**config.mk**
```make
export PLATFORM = sky130hd
export DESIGN_NAME = debounce_toggle_gen
export DESIGN_NICKNAME = d
export VERILOG_FILES = /design/src/rtl/debounce_toggle_pkg.sv /design/src/rtl/sync_2ff.sv /design/src/rtl/debounce_toggle_gen.sv
export SDC_FILE = /design/constraint.sdc
export NUM_CORES = 1
export LEC_CHECK = 0
export ABC_AREA = 1
export BUFFER_PORTS_ARGS = -buffer_cell sky130_fd_sc_hd__buf_2
export CAP_MARGIN = 10
export CORE_MARGIN = 3
export CORE_UTILIZATION = 53
export CTS_CLUSTER_SIZE = 40
export DETAILED_ROUTE_END_ITERATION = 8
export MAX_ROUTING_LAYER = met4
export PLACE_DENSITY = 0.75
export SLEW_MARGIN = 20
export SYNTH_ARGS = -nofsm -noshare
export SYNTH_HDL_FRONTEND = slang
export SYNTH_SLANG_ARGS = --single-unit
```
**constraint.sdc**
```tcl
create_clock -name clk -period 1.85 [get_ports clk]
set_input_delay 0.37 -clock clk [delete_from_list [all_inputs] [get_ports clk]]
set_output_delay 0.37 -clock clk [all_outputs]
set_load 0.01 [all_outputs]
```
**src/rtl/debounce_toggle_pkg.sv**
```systemverilog
// Shared types and defaults for the button debounce / toggle-strobe block.
// Latency: n/a (types and constants only).
// Backpressure: n/a.
package debounce_toggle_pkg;

  typedef enum logic [1:0] {
    IDLE        = 2'd0,
    DEB_PRESS   = 2'd1,
    HELD        = 2'd2,
    DEB_RELEASE = 2'd3
  } deb_state_e;

  localparam int DEF_DEBOUNCE_CYCLES = 4;
  localparam int DEF_REPEAT_CYCLES   = 8;
  localparam int DEF_CNT_W           = 8;

  // Bits needed to hold 0..n-1, never less than one bit.
  function automatic int cnt_bits(input int n);
    return (n > 1) ? $clog2(n) : 1;
  endfunction

endpackage

```
**src/rtl/sync_2ff.sv**
```systemverilog
// Two-flop synchroniser for a single asynchronous level.
// Latency: 2 clk cycles from d to q.
// Backpressure: none; free-running every cycle.
module sync_2ff (
  input  logic clk,
  input  logic reset,
  input  logic d,
  output logic q
);

  logic ff1;

  // Shift the raw level through two flops; both clear on reset.
  always_ff @(posedge clk) begin
    if (!reset) begin
      ff1 <= 1'b0;
      q   <= 1'b0;
    end else begin
      ff1 <= d;
      q   <= ff1;
    end
  end

endmodule

```
**src/rtl/debounce_toggle_gen.sv**
```systemverilog
// Debounces a raw button and emits a one-cycle t strobe per accepted press; optional auto-repeat under DEBOUNCE_TOGGLE_AUTOREPEAT_EN.
// Latency: t/stable rise after edge k+2+DEBOUNCE_CYCLES for btn_in high before edge k.
// Backpressure: none; t is a fire-and-forget strobe to the downstream T flip-flop.
module debounce_toggle_gen
  import debounce_toggle_pkg::*;
#(
  parameter int DEBOUNCE_CYCLES = DEF_DEBOUNCE_CYCLES,
  parameter int REPEAT_CYCLES   = DEF_REPEAT_CYCLES,
  parameter int CNT_W           = DEF_CNT_W
) (
  input  logic             clk,
  input  logic             reset,
  input  logic             btn_in,
  output logic             t,
  output logic             stable,
  output logic [CNT_W-1:0] press_count
);

  localparam int            DW       = cnt_bits(DEBOUNCE_CYCLES);
  localparam logic [DW-1:0] DEB_LAST = DW'(DEBOUNCE_CYCLES - 1);

  logic          s;
  deb_state_e    state, state_nxt;
  logic [DW-1:0] cnt, cnt_nxt;
  logic          t_nxt;
  logic          stable_nxt;

`ifdef DEBOUNCE_TOGGLE_AUTOREPEAT_EN
  localparam int            RW       = cnt_bits(REPEAT_CYCLES);
  localparam logic [RW-1:0] REP_LAST = RW'(REPEAT_CYCLES - 1);
  logic [RW-1:0] rep_cnt, rep_cnt_nxt;
`else
  localparam int unused_repeat_cycles = REPEAT_CYCLES;
`endif

  sync_2ff u_sync (
    .clk   (clk),
    .reset (reset),
    .d     (btn_in),
    .q     (s)
  );

  // Next-state logic: the counter only ever runs up to DEB_LAST, so it cannot wrap.
  always_comb begin
    state_nxt  = state;
    cnt_nxt    = cnt;
    t_nxt      = 1'b0;
    stable_nxt = stable;
`ifdef DEBOUNCE_TOGGLE_AUTOREPEAT_EN
    rep_cnt_nxt = '0;
`endif
    case (state)
      IDLE: begin
        stable_nxt = 1'b0;
        if (s) begin
          state_nxt = DEB_PRESS;
          cnt_nxt   = '0;
        end
      end
      DEB_PRESS: begin
        if (!s) begin
          state_nxt = IDLE;
          cnt_nxt   = '0;
        end else if (cnt == DEB_LAST) begin
          state_nxt  = HELD;
          cnt_nxt    = '0;
          t_nxt      = 1'b1;
          stable_nxt = 1'b1;
        end else begin
          cnt_nxt = cnt + DW'(1);
        end
      end
      HELD: begin
        stable_nxt = 1'b1;
        if (!s) begin
          state_nxt = DEB_RELEASE;
          cnt_nxt   = '0;
        end else begin
`ifdef DEBOUNCE_TOGGLE_AUTOREPEAT_EN
          if (rep_cnt == REP_LAST) begin
            t_nxt       = 1'b1;
            rep_cnt_nxt = '0;
          end else begin
            rep_cnt_nxt = rep_cnt + RW'(1);
          end
`endif
        end
      end
      DEB_RELEASE: begin
        if (s) begin
          state_nxt = HELD;
          cnt_nxt   = '0;
        end else if (cnt == DEB_LAST) begin
          state_nxt  = IDLE;
          cnt_nxt    = '0;
          stable_nxt = 1'b0;
        end else begin
          cnt_nxt = cnt + DW'(1);
        end
      end
      default: begin
        state_nxt  = IDLE;
        cnt_nxt    = '0;
        stable_nxt = 1'b0;
      end
    endcase
  end

  // State, counters and registered outputs; reset aborts any press in flight.
  always_ff @(posedge clk) begin
    if (!reset) begin
      state       <= IDLE;
      cnt         <= '0;
      t           <= 1'b0;
      stable      <= 1'b0;
      press_count <= '0;
`ifdef DEBOUNCE_TOGGLE_AUTOREPEAT_EN
      rep_cnt     <= '0;
`endif
    end else begin
      state  <= state_nxt;
      cnt    <= cnt_nxt;
      t      <= t_nxt;
      stable <= stable_nxt;
      if (t_nxt) begin
        press_count <= press_count + CNT_W'(1);
      end
`ifdef DEBOUNCE_TOGGLE_AUTOREPEAT_EN
      rep_cnt <= rep_cnt_nxt;
`endif
    end
  end

endmodule

```
==> reports/qor.txt, run 1 <==
Cell leakage power - 0.000497 uW
Nets - 143
Post-synthesis sequential area ratio - 38.3%
Fin. Hold Viols - 0
Max-slew violation count - 0
Cell-internal power - 622 uW
Final wirelength - 1430 um
Hold path depth - 3
Share of layout cells above drive strength 1 - 15.8%
Clock Latency Late Sink - 0.29 ns
Initial DRT Pass Iterations - 4
Max layer used - met4
Commonest cells after routing, fill and taps aside - nand2_1, inv_1, dfxtp_1
Post-synth ARST share - 0%
CP Launch Point - state[0]
Min-delay src - btn_in
Vias per cell - 4.87
Worst EP arrival - 1.65 ns
Worst-Margin Slew - 0.265 ns
Setup TNS - 0 ns
Status - complete, no violations
Reg clk slew, reported paths - 0.10 ns
Worst path bufs/invs - 2
WL/cell - 9.65 um
Vias - 721
Part of the power in the clock network - 24.7%
Post-synthesis net count - 127
Largest net degree at the start of global routing - 15
WL met2 - 584 um
Number of synthesized flops with an enable pin - 0
Initial cell density of the core - 60.5%
First-pass GRT wire length - 2450 um
Slowest stage delay, CP - 0.43 ns
H-tree levels - 1
Final non-filler cell area - 947 sq um
Max transition margin - 82.2%
Cts bufs inserted - 3
Detailed Place HPWL - 1070 um
Root buf cell - clkbuf_4
Sw frac - 35.1%
Commonest non-fill, non-tap cell in the layout - nand2_1
Number of synthesized register bits - 16
R2R cell count - 8
Logic pwr share - 30.6%
RePlAce Congestion - 0.768
Post-Synthesis Cells - 118
Post-CTS Setup Inserts - 0
Max FO, Critical Path - 7
DP Area - 911 sq um
CP startpoint kind - flop
Fin crit share - 78.0%
Worst reg2reg setup slack - 0.41 ns
P&R area growth vs syn - 13.3%
Die area - 2090 sq um
ANT nets after route - 0
# Max-Cap Violations - 0
Mean Syn Cell Area - 7.08 sq um
Number of global-route vias before repair - 598
WHS Endpoint - u_sync.ff1
PD cells - 1010 nW/um^2
Setup violations, final - 0
Final min period - 1.44 ns
CTS tree - built
Worst min path class - in -> reg
Die height - 45.7 um
DR iter-0 viols - 19
DR WL met3 - 76 um
P_sw - 336 uW
Congestion Overflow GR - 0
Total Routing Usage GR - 17.1%
Port buffer count - 12
Crit-path cells - inv_1, ha_1, nand2_1, inv_1, nor2_2, nand4_1, nand2_1, nor2_1
I/O pins - 13
RSZ-0062 raised after global routing - no
Worst setup EP type - flop
Clock Skews - 0.00797 ns
Remaining DRCs - 0
Diodes inserted - 0
Yosys warnings - 0
VDD IR max - 0.726 mV
Cts repair resizes - 0
Sequential power share - 44.7%
Worst path required time - 2.05 ns
Top delay family on crit path - simple AND/OR/NAND/NOR gates
Metal1 wirelength - 728 um
Clk sinks - 16
Hold buffers post-CTS - 0
Reg2Reg Launch Point - state[0]
FP Rows - 13
Die Wd - 45.7 um
Achievable clock frequency - 693 MHz
Mapped Area - 836 sq um
Crit Path Class - reg -> reg
Yosys cell types - 15
Initial antenna violation count - 0
Clock Path Buffers - 2
Synth Flop Type - dfxtp_1
Core area - 1380 sq um
Crit-path slowest cell - dfxtp_1
==> state kept, by name, summed over array words and instances (netlist names), named ones only <==
| register | count |
|---|---|
| state | 1 |
| u_sync.q | 1 |
| u_sync.ff1 | 1 |
| stable | 1 |
| t | 1 |
| cnt | 2 |
| press_count | 8 |
==> cell families after synthesis <==
logic type,Yosys count,share of synthesized area (%)
buffers and inverters,25,11.2
adders and majority gates,6,8.98
and+or+nand+nor,54,30.7
AOI/OAI and AO/OA,17,10.8
DFF,16,38.3
==> tightest hold or removal path, stage by stage <==
cell and delay [ns]:
buf_2 0.07, nand2_1 0.04, inv_1 0.04
==> cell type report <==
cell class	instances	area [sq um]
fill	128	435
multi-input combinational	77	422
sequential	16	320
inverter	24	90.1
timing repair buffer	12	60.1
clock buffer	4	36.3
tap	15	18.8
==> synth_stat cells, types with 2 or more instances <==
| cell | instances | area share (%) |
|---|---|---|
| nand2_1 | 26 | 12 |
| ha_1 | 6 | 9.0 |
| o21a_1 | 2 | 1.8 |
| nor2_4 | 2 | 2.7 |
| o21ai_0 | 6 | 3.6 |
| nor2_1 | 13 | 5.8 |
| nand3_1 | 7 | 4.2 |
| a21oi_1 | 9 | 5.4 |
| nand4_1 | 3 | 2.2 |
| inv_1 | 24 | 11 |
| dfxtp_1 | 16 | 38 |
==> power groups by stage <==
stage | sequential, uW | clock [uW] | combinational, uW
floorplan | 436 | 0 | 231
global placement | 433 | 0 | 291
detailed placement | 437 | 0 | 294
CTS | 429 | 245 | 296
global route | 434 | 265 | 337
finish | 429 | 236 | 293
==> per-stage QoR <==
stage	hold WS (ns)	worst slack [ns]	total power, uW	util, %	cells
floorplan	0.390	0.584	667	-	118
global placement	0.420	0.449	724	65.9	144
detailed placement	0.423	0.431	731	65.9	144
CTS	0.255	0.398	970	68.5	148
global route	0.261	0.300	1040	68.5	148
finish	0.264	0.408	958	68.5	148
==> metal layers <==
layer,track usage [%],vias to the layer above
met5,-,-
met4,10.2,0
met3,4.74,5
met2,24.2,18
met1,21.4,302
li1,-,396
==> how the worst max path moves through the flow <==
stage               slack (ns)  cells after the start    to
global placement          0.45                      8  flop
finish                    0.41                      8  flop
detailed placement        0.43                      8  flop
global route              0.30                      9  flop
CTS                       0.40                      9  flop
floorplan                 0.58                      8  flop
Power figures use the tool's default switching activity.
==> inputs of run 2 (changes only) <==
Clock period 1.85 ns to 1.4 ns, I/O delays scaled along.
==> run 2 against run 1 <==
Compared with the run above:
- sequential share of layout area down 0.44 points
- final cell count unchanged
- critical path type unchanged
- global-route usage up 0.85 points
==> reports/qor.txt, run 2 (same netlist as run 1, synthesis figures left out) <==
# Max-Cap Violations - 0 (unchanged)
Clock Path Buffers - 2 (unchanged)
Final wirelength - 1540 um (+7.6%)
Fin crit share - 91.1% (+13 points)
RePlAce Congestion - 0.768 (unchanged)
CP startpoint kind - flop
Worst-Margin Slew - 0.282 ns (+0.0171 ns)
Vias - 734 (+1.8%)
Achievable clock frequency - 784 MHz (+13%)
Clock Skews - 0.00567 ns (-0.00230 ns)
Top Registers - press_count (8), cnt (2)
Hold buffers post-CTS - 0 (unchanged)
First-pass GRT wire length - 2570 um (+4.8%)
Share of layout cells above drive strength 1 - 21.1% (+5.3 points)
Die area - 2090 sq um (unchanged)
Status - complete, no violations
Diodes inserted - 0 (unchanged)
Worst setup EP type - flop
Number of flip-flops in the largest register - 8 (unchanged)
Setup violations, final - 0 (unchanged)
CTS tree - built
WL/cell - 10.4 um (+7.6%)
Max transition margin - 81.0% (-1.1 points)
Initial cell density of the core - 60.5% (unchanged)
VDD IR max - 1.14 mV (+57%)
P&R area growth vs syn - 16.6%
Root buf cell - clkbuf_4
Die height - 45.7 um (unchanged)
Cell-internal power - 859 uW (+38%)
Total Routing Usage GR - 18.0% (+0.85 points)
Sw frac - 35.8% (+0.77 points)
RSZ-0062 raised after global routing - no
Initial antenna violation count - 0 (unchanged)
Largest net degree at the start of global routing - 15 (unchanged)
Port buffer count - 12 (unchanged)
Worst path bufs/invs - 3 (+1)
Top reg by flops - press_count
Vias per cell - 4.96 (+1.8%)
Sequential power share - 43.6% (-1.1 points)
Worst min path class - in -> reg
Initial DRT Pass Iterations - 4 (unchanged)
Commonest cells after routing, fill and taps aside - nand2_1, inv_1, dfxtp_1
Congestion Overflow GR - 0 (unchanged)
Tot Pwr - 1340 uW (+40%)
Setup TNS - 0 ns (unchanged)
Worst path required time - 1.64 ns (-0.41 ns)
Clk sinks - 16 (unchanged)
Post-CTS Setup Inserts - 0 (unchanged)
FP Rows - 13 (unchanged)
Final min period - 1.28 ns (-0.167 ns)
PD cells - 1370 nW/um^2 (+36%)
Fin. Hold Viols - 0 (unchanged)
Die Wd - 45.7 um (unchanged)
ANT nets after route - 0 (unchanged)
Area of the multi-input gates - 444 sq um (+5.3%)
Commonest non-fill, non-tap cell in the layout - nand2_1
DP Worst Slack - -0.0297 ns (-0.460 ns)
P_sw - 480 uW (+43%)
Reg clk slew, reported paths - 0.10 ns (about the same)
Cell leakage power - 0.000494 uW (-0.49%)
Cts bufs inserted - 3 (unchanged)
DR iter-0 viols - 5 (-14)
Crit-path slowest cell - dfxtp_4
Remaining DRCs - 0 (unchanged)
Top delay family on crit path - simple AND/OR/NAND/NOR gates
Max-slew violation count - 0 (unchanged)
Max FO, Critical Path - 7 (unchanged)
Logic pwr share - 32.6% (+2.0 points)
Detailed Place HPWL - 1090 um (+1.8%)
Core area - 1380 sq um (unchanged)
Reg area - 325 sq um (+1.6%)
H-tree levels - 1 (unchanged)
Crit Path Class - reg -> reg
Setup ws final - 0.124 ns (-0.283 ns)
I/O pins - 13 (unchanged)
Slowest stage delay, CP - 0.40 ns (-0.03 ns)
Clock Latency Late Sink - 0.29 ns (about the same)
Part of the power in the clock network - 23.7% (-1.0 points)
# fillers - 126 (-1.6%)
Nets - 143 (unchanged)
Worst EP arrival - 1.51 ns (-0.14 ns)
Number of global-route vias before repair - 628 (+5.0%)
Crit-path cells - inv_2, ha_1, inv_1, nor2_1, nor2_4, nand3_1, nand2_1, inv_1, nor2_1
run 2: layer usage:
layer | routed length (um) | part of all wire [%] | GRT usage [%]
met3 | 55 | 3.6 | 2.37
met2 | 669 | 44 | 27.3
met4 | 41 | 2.7 | 10.2
met5 | 0 | 0 | -
met1 | 770 | 50 | 22.7
run 2: final timing paths:
kind                            startpoint         end  slack (ns)  cells past startpoint
worst min register to register  u_sync.ff1    u_sync.q        0.43                      2
worst min-delay path                btn_in  u_sync.ff1        0.17                      3
worst max-delay path              state[0]        flop        0.12                      9
worst max register to register    state[0]        flop        0.12                      9
run 2: worst min-delay path: cells and delay by family:
family	cells	cell delay, ns
buffers and inverters	2	0.11
AND/OR/NAND/NOR	1	0.04
run 2: repair_timing:
item | 4_1_cts | 5_1_grt
pin swaps | 0 | 2
setup endpoints to repair | 3 | 9
resized for setup | 2 | 8
run 2: layout make-up:
class                           instances  share of cell area, %
Sequential cell                        16                   33.4
Clock buffer                            4                   3.72
Inverter                               24                   9.24
Multi-Input combinational cell         77                   45.6
Tap cell                               15                   1.93
Timing Repair Buffer                   12                   6.16
run 2: through the flow:
step                      instances  hold WS [ns]  utilization [%]  area (sq um)
after detailed placement        144         0.423             65.9           911
after global routing            148         0.182             70.5           975
after CTS                       148         0.167             69.0           953
final                           148         0.169             70.5           975
after global placement          144         0.420             65.9           911
after floorplan                 118         0.378                -           836
run 2: power groups by stage:
stage	registers (uW)	logic [uW]	clock network, uW
detailed placement	575	390	0
floorplan	576	306	0
global placement	573	384	0
finish	585	437	318
global route	595	495	339
CTS	568	411	324
==> inputs of run 3 (changes only) <==
Settings changed: PLACE_DENSITY 0.75 to 0.74.
==> run 3 against run 2 <==
Compared with the run above:
- combinational power shrank 5.9%
- sequential power shrank 3%
- wire length shrank 10%
- hold slack gained 0.011 ns
- sequential share of layout area is 0.48 points higher
- register-to-register slack got worse by 0.02 ns
- utilization shrank 1.8 points
- critical path type unchanged
==> reports/qor.txt, run 3 (same netlist as run 1, synthesis figures left out) <==
Worst EP arrival - 1.48 ns (-0.03 ns)
DR iter-0 viols - 7 (+2)
Cts bufs inserted - 3 (unchanged)
Largest net degree at the start of global routing - 15 (unchanged)
CTS tree - built
Number of global-route vias before repair - 592 (-5.7%)
Slowest stage delay, CP - 0.34 ns (-0.06 ns)
Final core occ - 68.7% (-1.8 points)
Worst path required time - 1.58 ns (-0.06 ns)
Final wirelength - 1380 um (-10%)
H-tree levels - 1 (unchanged)
DP Area - 918 sq um (+0.82%)
RePlAce Congestion - 0.775 (+0.89%)
DP Worst Slack - 0.00240 ns (+0.0321 ns)
# fillers - 134 (+6.3%)
Die area - 2090 sq um (unchanged)
Diodes inserted - 0 (unchanged)
Min Hold Slack - 0.180 ns (+0.0110 ns)
Clock Skews - 0.00134 ns (-0.00434 ns)
Initial antenna violation count - 0 (unchanged)
VDD IR max - 1.10 mV (-4.0%)
Vias per cell - 4.74 (-4.4%)
Share of layout cells above drive strength 1 - 17.3% (-3.8 points)
Root buf cell - clkbuf_4
Initial cell density of the core - 60.5% (unchanged)
Final non-filler cell area - 950 sq um (-2.6%)
RSZ-0062 raised after global routing - yes
Crit Path Class - reg -> reg
ANT nets after route - 0 (unchanged)
Worst setup EP type - flop
# Max-Cap Violations - 0 (unchanged)
Fin crit share - 92.7% (+1.6 points)
Nets - 144 (+0.70%)
Total Routing Usage GR - 16.1% (-1.9 points)
Die height - 45.7 um (unchanged)
Final min period - 1.30 ns (+0.0222 ns)
Max FO, Critical Path - 4 (-3)
Achievable clock frequency - 770 MHz (-1.7%)
Clock Latency Late Sink - 0.27 ns (-0.02 ns)
CP startpoint kind - flop
Commonest non-fill, non-tap cell in the layout - nand2_1
Core area - 1380 sq um (unchanged)
Worst-Margin Slew - 0.286 ns (+0.00421 ns)
Crit-path cells - inv_1, ha_2, nor2_1, o21ai_0, nand2_1, nand2_1, nor2_1
I/O pins - 13 (unchanged)
FP Rows - 13 (unchanged)
Vias - 702 (-4.4%)
Reg clk slew, reported paths - 0.09 ns (about the same)
Fin. Hold Viols - 0 (unchanged)
Congestion Overflow GR - 0 (unchanged)
Clock Path Buffers - 2 (unchanged)
First-pass GRT wire length - 2420 um (-5.7%)
WL/cell - 9.30 um (-10%)
Max transition margin - 80.7% (-0.28 points)
Top Registers - press_count (8), cnt (2)
Worst min path class - in -> reg
Top delay family on crit path - flip-flops
Port buffer count - 12 (unchanged)
Number of flip-flops in the largest register - 8 (unchanged)
Post-CTS Setup Inserts - 0 (unchanged)
PD cells - 1280 nW/um^2 (-6.7%)
Die Wd - 45.7 um (unchanged)
Commonest cells after routing, fill and taps aside - nand2_1, inv_1, dfxtp_1
Remaining DRCs - 0 (unchanged)
Cell leakage power - 0.000493 uW (-0.28%)
Top reg by flops - press_count
Setup ws final - 0.102 ns (-0.0222 ns)
Initial DRT Pass Iterations - 4 (unchanged)
Clk sinks - 16 (unchanged)
Crit-path slowest cell - dfxtp_1
P&R area growth vs syn - 13.6%
Worst path bufs/invs - 1 (-2)
Status - complete, no violations
Hold buffers post-CTS - 0 (unchanged)
Setup violations, final - 0 (unchanged)
Max-slew violation count - 0 (unchanged)
Detailed Place HPWL - 1060 um (-2.8%)
Tot Pwr - 1220 uW (-9.1%)
## run 3: where the power goes
group | total, uW | internal (uW) | switching [uW]
combinational | 411 | 159 | 252
sequential | 569 | 521 | 48.4
clock | 237 | 99.5 | 138
total | 1220 | 780 | 438
## run 3: final cells by class
cell class / instances / area, sq um / area share, %
Sequential cell: 16 / 322 / 33.9
Inverter: 24 / 90.1 / 9.49
Multi-Input combinational cell: 77 / 429 / 45.2
Clock buffer: 3 / 22.5 / 2.37
Timing Repair Buffer: 13 / 67.6 / 7.11
Tap cell: 15 / 18.8 / 1.98
## run 3: metrics by stage
step	std cells	setup TNS (ns)
after global routing	148	-0.0453
after floorplan	118	0
after CTS	148	0
after detailed placement	145	0
after global placement	145	0
final	148	0
## run 3: repair_timing
action                                  4_1_cts  5_1_grt
gates cloned                                  0        0
pin swaps                                     0        2
gates resized for setup                       1        2
endpoints found under the setup margin        2       12
## run 3: tightest hold or removal path, delay by kind of cell
kind	cells	cell delay [ns]
AND/OR/NAND/NOR	1	0.04
buffers and inverters	2	0.11
## run 3: path summary, 6_finish.rpt
kind | slack, ns | to | start | cells after the start
setup / recovery | 0.10 | stable | flop | 7
hold reg to reg | 0.42 | u_sync.q | u_sync.ff1 | 2
hold / removal | 0.18 | u_sync.ff1 | btn_in | 3
setup reg to reg | 0.10 | stable | flop | 7
## run 3: layer usage
metal / vias to the layer above / share of wire, % / global-route usage [%]
li1: 397 / - / -
met2: 10 / 41 / 20.9
met3: 2 / 4.3 / 3.56
met4: 0 / 0.87 / 5.11
met5: - / 0 / -
met1: 293 / 54 / 24.2
